===== config.mk =====
export PLATFORM = sky130hd
export DESIGN_NAME = loop_test_ctrl_flat
export DESIGN_NICKNAME = d
export VERILOG_FILES = /design/src/rtl/loop_test_ctrl_if.sv /design/src/rtl/loop_test_ctrl.sv /design/src/flat_wrapper.sv
export SDC_FILE = /design/constraint.sdc
export NUM_CORES = 1
export LEC_CHECK = 0
export ABC_AREA = 0
export CAP_MARGIN = 20
export CORE_MARGIN = 5
export CORE_UTILIZATION = 40
export CTS_CLUSTER_SIZE = 8
export DETAILED_ROUTE_END_ITERATION = 8
export MAX_ROUTING_LAYER = met4
export SLEW_MARGIN = 40
export SYNTH_ARGS = -nofsm -noshare
export SYNTH_HDL_FRONTEND = slang
export SYNTH_SLANG_ARGS = --single-unit

===== constraint.sdc =====
create_clock -name clk_50MHz -period 5.27 [get_ports clk_50MHz]
set_input_delay 0.7905 -clock clk_50MHz [delete_from_list [all_inputs] [get_ports clk_50MHz]]
set_output_delay 0.7905 -clock clk_50MHz [all_outputs]
set_load 0.01 [all_outputs]

===== src/rtl/loop_test_ctrl_if.sv =====
// Link bundle between the loopback test controller and its data source / serial loop.
// The master side is the controller; the slave side is the source/transceiver environment.
interface loop_test_ctrl_if;
    logic        start;
    logic [7:0]  src_data;
    logic [7:0]  rx_data;
    logic        src_enable;
    logic [7:0]  tx_data;
    logic        busy;
    logic        done;
    logic        pass;
    logic [1:0]  fail_code;
    logic [3:0]  latency;
    logic [15:0] err_count;

    modport master (
        input  start, src_data, rx_data,
        output src_enable, tx_data, busy, done, pass, fail_code, latency, err_count
    );

    modport slave (
        output start, src_data, rx_data,
        input  src_enable, tx_data, busy, done, pass, fail_code, latency, err_count
    );
endinterface


===== src/rtl/loop_test_ctrl.sv =====
// Loopback link tester: trains the link, measures round-trip latency with a marker word,
// then streams source bytes and counts received bytes that differ from the delayed transmit history.
module loop_test_ctrl #(
    parameter logic [7:0] TRAIN_PAT     = 8'hA5,
    parameter logic [7:0] MARKER        = 8'h3C,
    parameter int         LOCK_CNT      = 8,
    parameter int         TRAIN_TIMEOUT = 1024,
    parameter int         TEST_LEN      = 256
) (
    input logic              clk_50MHz,
    input logic              reset,
    loop_test_ctrl_if.master lnk
);

    typedef enum logic [2:0] {IDLE, TRAIN, MEASURE, RUN, DRAIN, DONE} state_t;

    localparam int CNT_MAX = (TRAIN_TIMEOUT > TEST_LEN + 16) ? TRAIN_TIMEOUT : TEST_LEN + 16;
    localparam int CNT_W   = $clog2(CNT_MAX + 1);
    localparam int MATCH_W = $clog2(LOCK_CNT + 1);

    localparam logic [CNT_W-1:0]   CNT_ONE    = CNT_W'(1);
    localparam logic [CNT_W-1:0]   TRAIN_LAST = CNT_W'(TRAIN_TIMEOUT - 1);
    localparam logic [CNT_W-1:0]   RUN_LAST   = CNT_W'(TEST_LEN - 1);
    localparam logic [CNT_W-1:0]   MEAS_LAST  = CNT_W'(15);
    localparam logic [MATCH_W-1:0] MATCH_ONE  = MATCH_W'(1);
    localparam logic [MATCH_W-1:0] MATCH_LAST = MATCH_W'(LOCK_CNT - 1);

    state_t             state, state_nxt;
    logic [CNT_W-1:0]   cyc_cnt;
    logic [CNT_W-1:0]   lat_ext;
    logic [MATCH_W-1:0] match_cnt;
    logic [7:0]         tx_data, tx_nxt;
    logic [7:0]         hist [0:14];
    logic [7:0]         exp_byte;
    logic [3:0]         latency;
    logic [15:0]        err_count, err_nxt;
    logic [1:0]         fail_code;
    logic               pass;
    logic               busy;
    logic               cmp_en;

    function automatic logic [15:0] sat_inc(input logic [15:0] v);
        return (v == 16'hFFFF) ? v : v + 16'd1;
    endfunction

    assign busy    = (state != IDLE) && (state != DONE);
    assign lat_ext = CNT_W'(latency);

    // hist[k] holds tx_data from k+1 cycles ago, so latency 0 compares against the live word
    assign exp_byte = (latency == 4'd0) ? tx_data : hist[latency - 4'd1];
    assign cmp_en   = ((state == RUN) || (state == DRAIN)) && (cyc_cnt >= lat_ext);
    assign err_nxt  = (cmp_en && (lnk.rx_data != exp_byte)) ? sat_inc(err_count) : err_count;

    always_comb begin
        state_nxt = state;
        tx_nxt    = 8'h00;
        case (state)
            IDLE, DONE: if (lnk.start) state_nxt = TRAIN;
            TRAIN: begin
                if ((lnk.rx_data == TRAIN_PAT) && (match_cnt == MATCH_LAST)) state_nxt = MEASURE;
                else if (cyc_cnt == TRAIN_LAST)                             state_nxt = DONE;
            end
            MEASURE: begin
                if (lnk.rx_data == MARKER)     state_nxt = RUN;
                else if (cyc_cnt == MEAS_LAST) state_nxt = DONE;
            end
            RUN:   if (cyc_cnt == RUN_LAST) state_nxt = (latency == 4'd0) ? DONE : DRAIN;
            DRAIN: if (cyc_cnt == RUN_LAST + lat_ext) state_nxt = DONE;
            default: state_nxt = IDLE;
        endcase

        // tx_data is registered, so it is chosen by the state it will be presented in
        case (state_nxt)
            TRAIN, DRAIN: tx_nxt = TRAIN_PAT;
            MEASURE:      tx_nxt = (state != MEASURE) ? MARKER : TRAIN_PAT;
            RUN:          tx_nxt = lnk.src_data;
            default:      tx_nxt = 8'h00;
        endcase
    end

    always_ff @(posedge clk_50MHz or negedge reset) begin
        if (!reset) begin
            state     <= IDLE;
            tx_data   <= 8'h00;
            cyc_cnt   <= '0;
            match_cnt <= '0;
            latency   <= 4'd0;
            err_count <= 16'd0;
            fail_code <= 2'd0;
            pass      <= 1'b0;
            for (int i = 0; i < 15; i++) hist[i] <= 8'h00;
        end else begin
            state   <= state_nxt;
            tx_data <= tx_nxt;
            hist[0] <= tx_data;
            for (int i = 1; i < 15; i++) hist[i] <= hist[i-1];

            // RUN and DRAIN share one count so the compare window spans both
            if ((state_nxt != state) && !((state == RUN) && (state_nxt == DRAIN)))
                cyc_cnt <= '0;
            else if (busy)
                cyc_cnt <= cyc_cnt + CNT_ONE;

            if ((state == TRAIN) && (lnk.rx_data == TRAIN_PAT))
                match_cnt <= match_cnt + MATCH_ONE;
            else
                match_cnt <= '0;

            if (((state == IDLE) || (state == DONE)) && (state_nxt == TRAIN)) begin
                err_count <= 16'd0;
                latency   <= 4'd0;
                fail_code <= 2'd0;
                pass      <= 1'b0;
            end else begin
                case (state)
                    TRAIN: if (state_nxt == DONE) begin
                        fail_code <= 2'd1;
                        pass      <= 1'b0;
                    end
                    MEASURE: begin
                        if (state_nxt == RUN) latency <= cyc_cnt[3:0];
                        else if (state_nxt == DONE) begin
                            latency   <= 4'd15;
                            fail_code <= 2'd2;
                            pass      <= 1'b0;
                        end
                    end
                    RUN, DRAIN: begin
                        err_count <= err_nxt;
                        if (state_nxt == DONE) begin
                            pass      <= (err_nxt == 16'd0);
                            fail_code <= 2'd0;
                        end
                    end
                    default: ;
                endcase
            end
        end
    end

    assign lnk.src_enable = (state == RUN);
    assign lnk.tx_data    = tx_data;
    assign lnk.busy       = busy;
    assign lnk.done       = (state == DONE);
    assign lnk.pass       = pass;
    assign lnk.fail_code  = fail_code;
    assign lnk.latency    = latency;
    assign lnk.err_count  = err_count;

endmodule


===== src/flat_wrapper.sv =====
// flat-port wrapper written by rule: the top's interface ports become plain ports
module loop_test_ctrl_flat 
#(
    parameter logic [7:0] TRAIN_PAT     = 8'hA5,
    parameter logic [7:0] MARKER        = 8'h3C,
    parameter int         LOCK_CNT      = 8,
    parameter int         TRAIN_TIMEOUT = 1024,
    parameter int         TEST_LEN      = 256
)
  (clk_50MHz, reset, lnk_start, lnk_src_data, lnk_rx_data, lnk_src_enable, lnk_tx_data, lnk_busy, lnk_done, lnk_pass, lnk_fail_code, lnk_latency, lnk_err_count);
  loop_test_ctrl_if lnk_i ();
  input logic clk_50MHz;
  input logic reset;
  input wire logic [$bits(lnk_i.start)-1:0] lnk_start;
  input wire logic [$bits(lnk_i.src_data)-1:0] lnk_src_data;
  input wire logic [$bits(lnk_i.rx_data)-1:0] lnk_rx_data;
  output wire logic [$bits(lnk_i.src_enable)-1:0] lnk_src_enable;
  output wire logic [$bits(lnk_i.tx_data)-1:0] lnk_tx_data;
  output wire logic [$bits(lnk_i.busy)-1:0] lnk_busy;
  output wire logic [$bits(lnk_i.done)-1:0] lnk_done;
  output wire logic [$bits(lnk_i.pass)-1:0] lnk_pass;
  output wire logic [$bits(lnk_i.fail_code)-1:0] lnk_fail_code;
  output wire logic [$bits(lnk_i.latency)-1:0] lnk_latency;
  output wire logic [$bits(lnk_i.err_count)-1:0] lnk_err_count;
  assign lnk_i.start = lnk_start;
  assign lnk_i.src_data = lnk_src_data;
  assign lnk_i.rx_data = lnk_rx_data;
  assign lnk_src_enable = lnk_i.src_enable;
  assign lnk_tx_data = lnk_i.tx_data;
  assign lnk_busy = lnk_i.busy;
  assign lnk_done = lnk_i.done;
  assign lnk_pass = lnk_i.pass;
  assign lnk_fail_code = lnk_i.fail_code;
  assign lnk_latency = lnk_i.latency;
  assign lnk_err_count = lnk_i.err_count;
  loop_test_ctrl #(.TRAIN_PAT(TRAIN_PAT), .MARKER(MARKER), .LOCK_CNT(LOCK_CNT), .TRAIN_TIMEOUT(TRAIN_TIMEOUT), .TEST_LEN(TEST_LEN)) u_core (.clk_50MHz(clk_50MHz), .reset(reset), .lnk(lnk_i));
endmodule

[Word-level counts from Yosys, hierarchy flattened]
Cells that the tools add are included.
Storage, ports and cells
  register bits: 169
  latch bits: 0
  memory bits (writable): 0
  bits in read-only memories: 0
  memories: 0
Operators by class
  $add $sub $neg: 5
  multiply operators: 0
  divide/modulo/power cells: 0
  order comparisons: 2
  equality and inequality tests: 26
  shifts and indexed selects: 0
  muxes and demuxes: 37
  bitwise operators: 1
  reduce and logical (&&, ||, !) cells: 26
Operators by type and width (count)
  2-to-1 mux 16 bit: 4
  binary-select mux 8 bit (select 4 bit): 1
  2-to-1 mux 8 bit: 4
  one-hot mux 8 bit (3 select lines): 1
  2-to-1 mux 11 bit: 2
  2-to-1 mux 3 bit: 7
  2-to-1 mux 4 bit: 5
  adder 16 x 1 -> 16 bit (second input constant): 1
  == test 16 bit (second input constant): 1
  zero test 16 bit: 1
  one-hot mux 3 bit (5 select lines): 1
  == test 3 x 2 -> 1 bit (second input constant): 4
  == test 3 bit (second input constant): 4
  adder 11 x 1 -> 11 bit (second input constant): 1
  == test 11 x 10 -> 1 bit (second input constant): 1
  == test 11 bit: 1
  == test 11 x 4 -> 1 bit (second input constant): 1
  == test 11 x 8 -> 1 bit (second input constant): 1
  greater-or-equal comparator 11 x 4 -> 1 bit: 1
  2-to-1 mux 2 bit: 5
  adder 8 x 4 -> 9 bit (first input constant): 1
  == test 8 x 6 -> 1 bit (second input constant): 1
  == test 8 bit (second input constant): 1
  logical AND 1 bit: 8
  25 further kinds: 39

[Longest topological paths before layout]
  depth in word-level cells: 13
  depth in mapped cells: 19
  mapped depth without buffers: 13

[Worst setup path after synthesis]
No wires, ideal clock.
  kind: register -> register
  start: register u_core.latency[0] (netlist: u_core.lnk.latency[0])
  end: register u_core.pass (netlist: u_core.lnk.pass)
  data arrival time: 4121 ps
  setup slack: 1053 ps
  cell stages (with the launch flop): 20
  path through: dfrtp_1 > clkbuf_1 > buf_6 > buf_4 > buf_2 > nor3_1 > ha_1 > clkbuf_1 > nor3b_1 > a22o_1 > a2111oi_1 > xnor2_1 > nor4_1 > a21boi_1 > buf_6 > and2_4 > buf_6 > a2111oi_4 > o2111ai_1 > o31ai_1
On the way
  cells in the longest elaborated chain, start to end: 13
RTL lines
  start, declared: line loop_test_ctrl.sv:35  | logic [3:0] latency;
  start signal, assigned: line loop_test_ctrl.sv:121  | if (state_nxt == RUN) latency <= cyc_cnt[3:0];
  subtractor 4 x 1 -> 4 bit: line loop_test_ctrl.sv:50  | assign exp_byte = (latency == 4'd0) ? tx_data : hist[latency - 4'd1];
  inverter 4 -> 5 bit (implied by the code): line loop_test_ctrl.sv:50
  binary-select mux 8 bit (select 4 bit): line loop_test_ctrl.sv:50
  2-to-1 mux 8 bit (implied by the code) (2 in a row): line loop_test_ctrl.sv:50
  2-to-1 mux 8 bit: line loop_test_ctrl.sv:50
  != test 8 bit: line loop_test_ctrl.sv:52  | assign err_nxt = (cmp_en && (lnk.rx_data != exp_byte)) ? sat_inc(err_count) : err_count;
  logical AND 1 bit: line loop_test_ctrl.sv:52
  2-to-1 mux 16 bit: line loop_test_ctrl.sv:52
  zero test 16 bit: line loop_test_ctrl.sv:131  | pass <= (err_nxt == 16'd0);
  2-to-1 mux 1 bit: line loop_test_ctrl.sv:130  | if (state_nxt == DONE) begin
  one-hot mux 1 bit (3 select lines): line loop_test_ctrl.sv:115  | case (state)
  2-to-1 mux 1 bit: line loop_test_ctrl.sv:109  | if (((state == IDLE) || (state == DONE)) && (state_nxt == TRAIN)) begin
  end signal, assigned: line loop_test_ctrl.sv:131
  end, declared: line loop_test_ctrl.sv:38  | logic pass;
Parallel ways exist; a longest one is shown, timed or not. The select of a mux whose other input is x is not followed.
A chain may end at the register's enable or synchronous reset.

[Worst setup path in the final report]
  start: register u_core.latency[1] (netlist: u_core.lnk.latency[1])
  end: register u_core.pass (netlist: u_core.lnk.pass)
The elaborated chain is that of the path after synthesis.

==> flow_summary.toml <==
[timing]
drv_slew = 0
slew_headroom_pct = 44.52
rsz0062_at_grt = "false"
period_share_pct = 80.70
worst_pin_slew_ns = 0.8321
clock_skew_ns = 0.008073
period_minus_slack_ns = 4.253
fmax_mhz = 235.1
tns_ns = 0
hold_ws_ns = 0.3664
hold_viol_final = 0
setup_viol = 0

[clocking]
postCtsResizedCells = 0
postCtsHoldBufs = 0
cts_tree = "yes"
clock-sinks = 169
h-tree-depth = 4
cts_setup_buffers = 0
clockBufferDepth = 2
cts.clk_slew.worst_paths_ns = 0.07
numCtsBuffers = 17
worstSkewPairLatency_ns = 0.43
cts-root-buf = "clkbuf_16"

[power_and_ir_drop]
power_frac_seq_pct = 48.1
switching_share_pct = 26.84
leakagePower_nw = 3.539
cellInternalPower_mw = 2.483
ir_drop_mv = 0.2453
power.density_nw_per_um2 = 392.6
clockPowerShare_pct = 40.1
finalPower_mw = 3.394
p_comb_share_pct = 11.8
power_switching_mw = 0.9109

[floorplan]
fp.coreArea_um2 = 17900
dieWidth_um = 144.7
initial_utilization_pct = 40.54
dieArea_um2 = 20940
rows = 49
fp.dieH_um = 144.7
pin_count = 53

[worst_setup_path]
required_ns = 5.61
r2r-start = "u_core.lnk.latency[1]"
path_buf_inv = 1
reg2reg_to = "u_core.lnk.pass"
crit_cells = 13
crit_fanout = 12
endpoint = "u_core.lnk.pass"
cpLargestDelayFamily = "compound AO/OA/AOI/OAI gates"
crit_type = "register to register"
cpPeakStageDelay_ns = 0.46
critPathLaunchType = "register"
r2r_cells = 13
rrSetupSlack_ns = 1.02
crit_arrival_ns = 4.59
startpoint = "u_core.lnk.latency[1]"
crit_chain = "inv_1, ha_1, xor2_2, mux4_2, a22o_1, a2111oi_1, xnor2_1, nor4_1, a21boi_2, nand2_1, nor3_1, o2111ai_1, o31ai_1"
cp-end-kind = "register"
critPathSlowestCell = "a2111oi_1"

[placed_design]
gp_congestion = 0.8726
port_buffers = 52
post-dp-hpwl_um = 11550
placedCellCount = 844

[synth]
ys_warn_count = 0
synth_area_leaders = "dfrtp_1, mux2i_1, mux4_2"
synth_seq_cells = 169
synth_edf_count = 0
ys_seq_area_share_pct = 58.28
synth_nets = 609
async_reset_ff_share_pct = 100.0
yosysTopAreaCellShare_pct = 58.28
syn-cell-area_um2 = 7257
yosysTopAreaCell = "dfrtp_1"
syn_inst = 580
synth.avg_cell_area_um2 = 12.51
ys.flop_type = "dfrtp_1"
synthDistinctLibCells = 59

[global_route]
antenna_found_initial = 0
grt_first_pass_wirelength_um = 26940
grt_overflow_total = 0
grt_pass1_vias = 4897
grt.total_usage_pct = 17.51
grt_max_degree = 92

[route]
dr.first_iter.drc_count = 276
antenna_left = 0
via_per_inst = 5.582
dr_total_vias = 4884
drc_errors = 0
wire_per_inst_um = 19.20
dr.pass1.iters = 4
drt-total-wl_um = 16800

[finish]
drive_gt1_share_pct = 10.06
syn2layout_area_growth_pct = 19.12
antenna_cells = 0
fin_cells = 875
final_nets = 663

[job]
timing.max_cap.violations = 0

[run_status]
status = "completed"

[min_path]
holdPathStages = 0
hold_path.class = "register to register"
-- per-stage QoR --
stage               setup slack, ns  area (µm²)  utilization [%]
finish                        1.017        8645            48.29
global route                 0.6526        8645            48.29
CTS                          0.6974        8635            48.23
detailed placement           0.7071        7993            44.65
global placement             0.8456        7993            44.65
floorplan                     1.053        7257                -
-- worst register-to-register path, stage by stage (launching register included) --
cell and delay, ns:
dfrtp_1 0.44, inv_1 0.13, ha_1 0.42, xor2_2 0.39, mux4_2 0.36, a22o_1 0.21
a2111oi_1 0.46, xnor2_1 0.18, nor4_1 0.09, a21boi_2 0.44, nand2_1 0.37, nor3_1 0.27
o2111ai_1 0.14, o31ai_1 0.26
-- layout make-up --
class / instances / area, µm²
fill: 1636 / 9258
sequential: 169 / 4230
multi-input combinational: 365 / 2808
timing repair buffer: 64 / 614.3
clock buffer: 18 / 429.2
tap: 229 / 286.5
clock inverter: 13 / 212.7
inverter: 17 / 63.81
-- power by group through the flow --
stage	sequential, mW	combinational [mW]	clock, mW
after floorplan	1.59	0.276	0
after global placement	1.65	0.398	0
after CTS	1.63	0.405	1.38
after global routing	1.66	0.454	1.44
final	1.63	0.400	1.36
after detailed placement	1.65	0.405	0
-- worst min path at each step --
stage	start	end	slack, ns
finish	u_core.hist[45]	u_core.hist[37]	0.37
detailed placement	u_core.hist[47]	u_core.hist[39]	0.35
CTS	u_core.hist[45]	u_core.hist[37]	0.37
global route	u_core.hist[58]	u_core.hist[50]	0.38
floorplan	u_core.hist[49]	u_core.hist[41]	0.35
global placement	u_core.hist[58]	u_core.hist[50]	0.35
-- layer usage --
layer	vias up	routed length, µm	track usage, %
li1	2226	-	-
met1	2491	7930	24.24
met2	149	7805	25.58
met3	18	857	4.601
met4	0	208	5.253
met5	-	0	-
-- cells by family (layout without fill, tap and decap cells) --
family / Yosys count / count (layout) / share of synthesized area [%]
buffers and inverters: 46 / 112 / 3.138
AOI/OAI and AO/OA: 93 / 93 / 9.121
DFF: 169 / 169 / 58.28
and+or+nand+nor: 178 / 178 / 12.81
xor gates and xnor gates: 29 / 29 / 3.707
adders and majority gates: 10 / 10 / 1.724
muxes: 55 / 55 / 11.22
-- flip-flops by register name (all words and copies together), names as in the netlist --
name                  count
u_core.cyc_cnt           11
u_core.hist             120
u_core.lnk.err_count     16
u_core.lnk.fail_code      2
u_core.lnk.latency        4
u_core.lnk.pass           1
u_core.lnk.tx_data        8
u_core.match_cnt          4
u_core.state              3
-- synth_stat cells, drive strengths merged, types with 12 or more instances --
cell,number
nor2,42
nand3,20
mux4,19
and3,12
inv,17
xnor2,15
nand2,32
buf,12
o21ai,23
xor2,14
mux2i,36
dfrtp,169
nor3,13
clkbuf,17
-- layout by cell type, fill, tap and decap left out, types with 13 or more instances in the layout --
cell type          n
inv_1             17
xnor2_1           14
nor2_1            42
dfrtp_1          168
mux2i_1           36
nand3_1           20
clkdlybuf4s50_1   51
nor3_1            13
clkbuf_16         17
o21ai_0           23
xor2_1            13
nand2_1           32
Note: power is estimated with default switching activity, not from simulation.
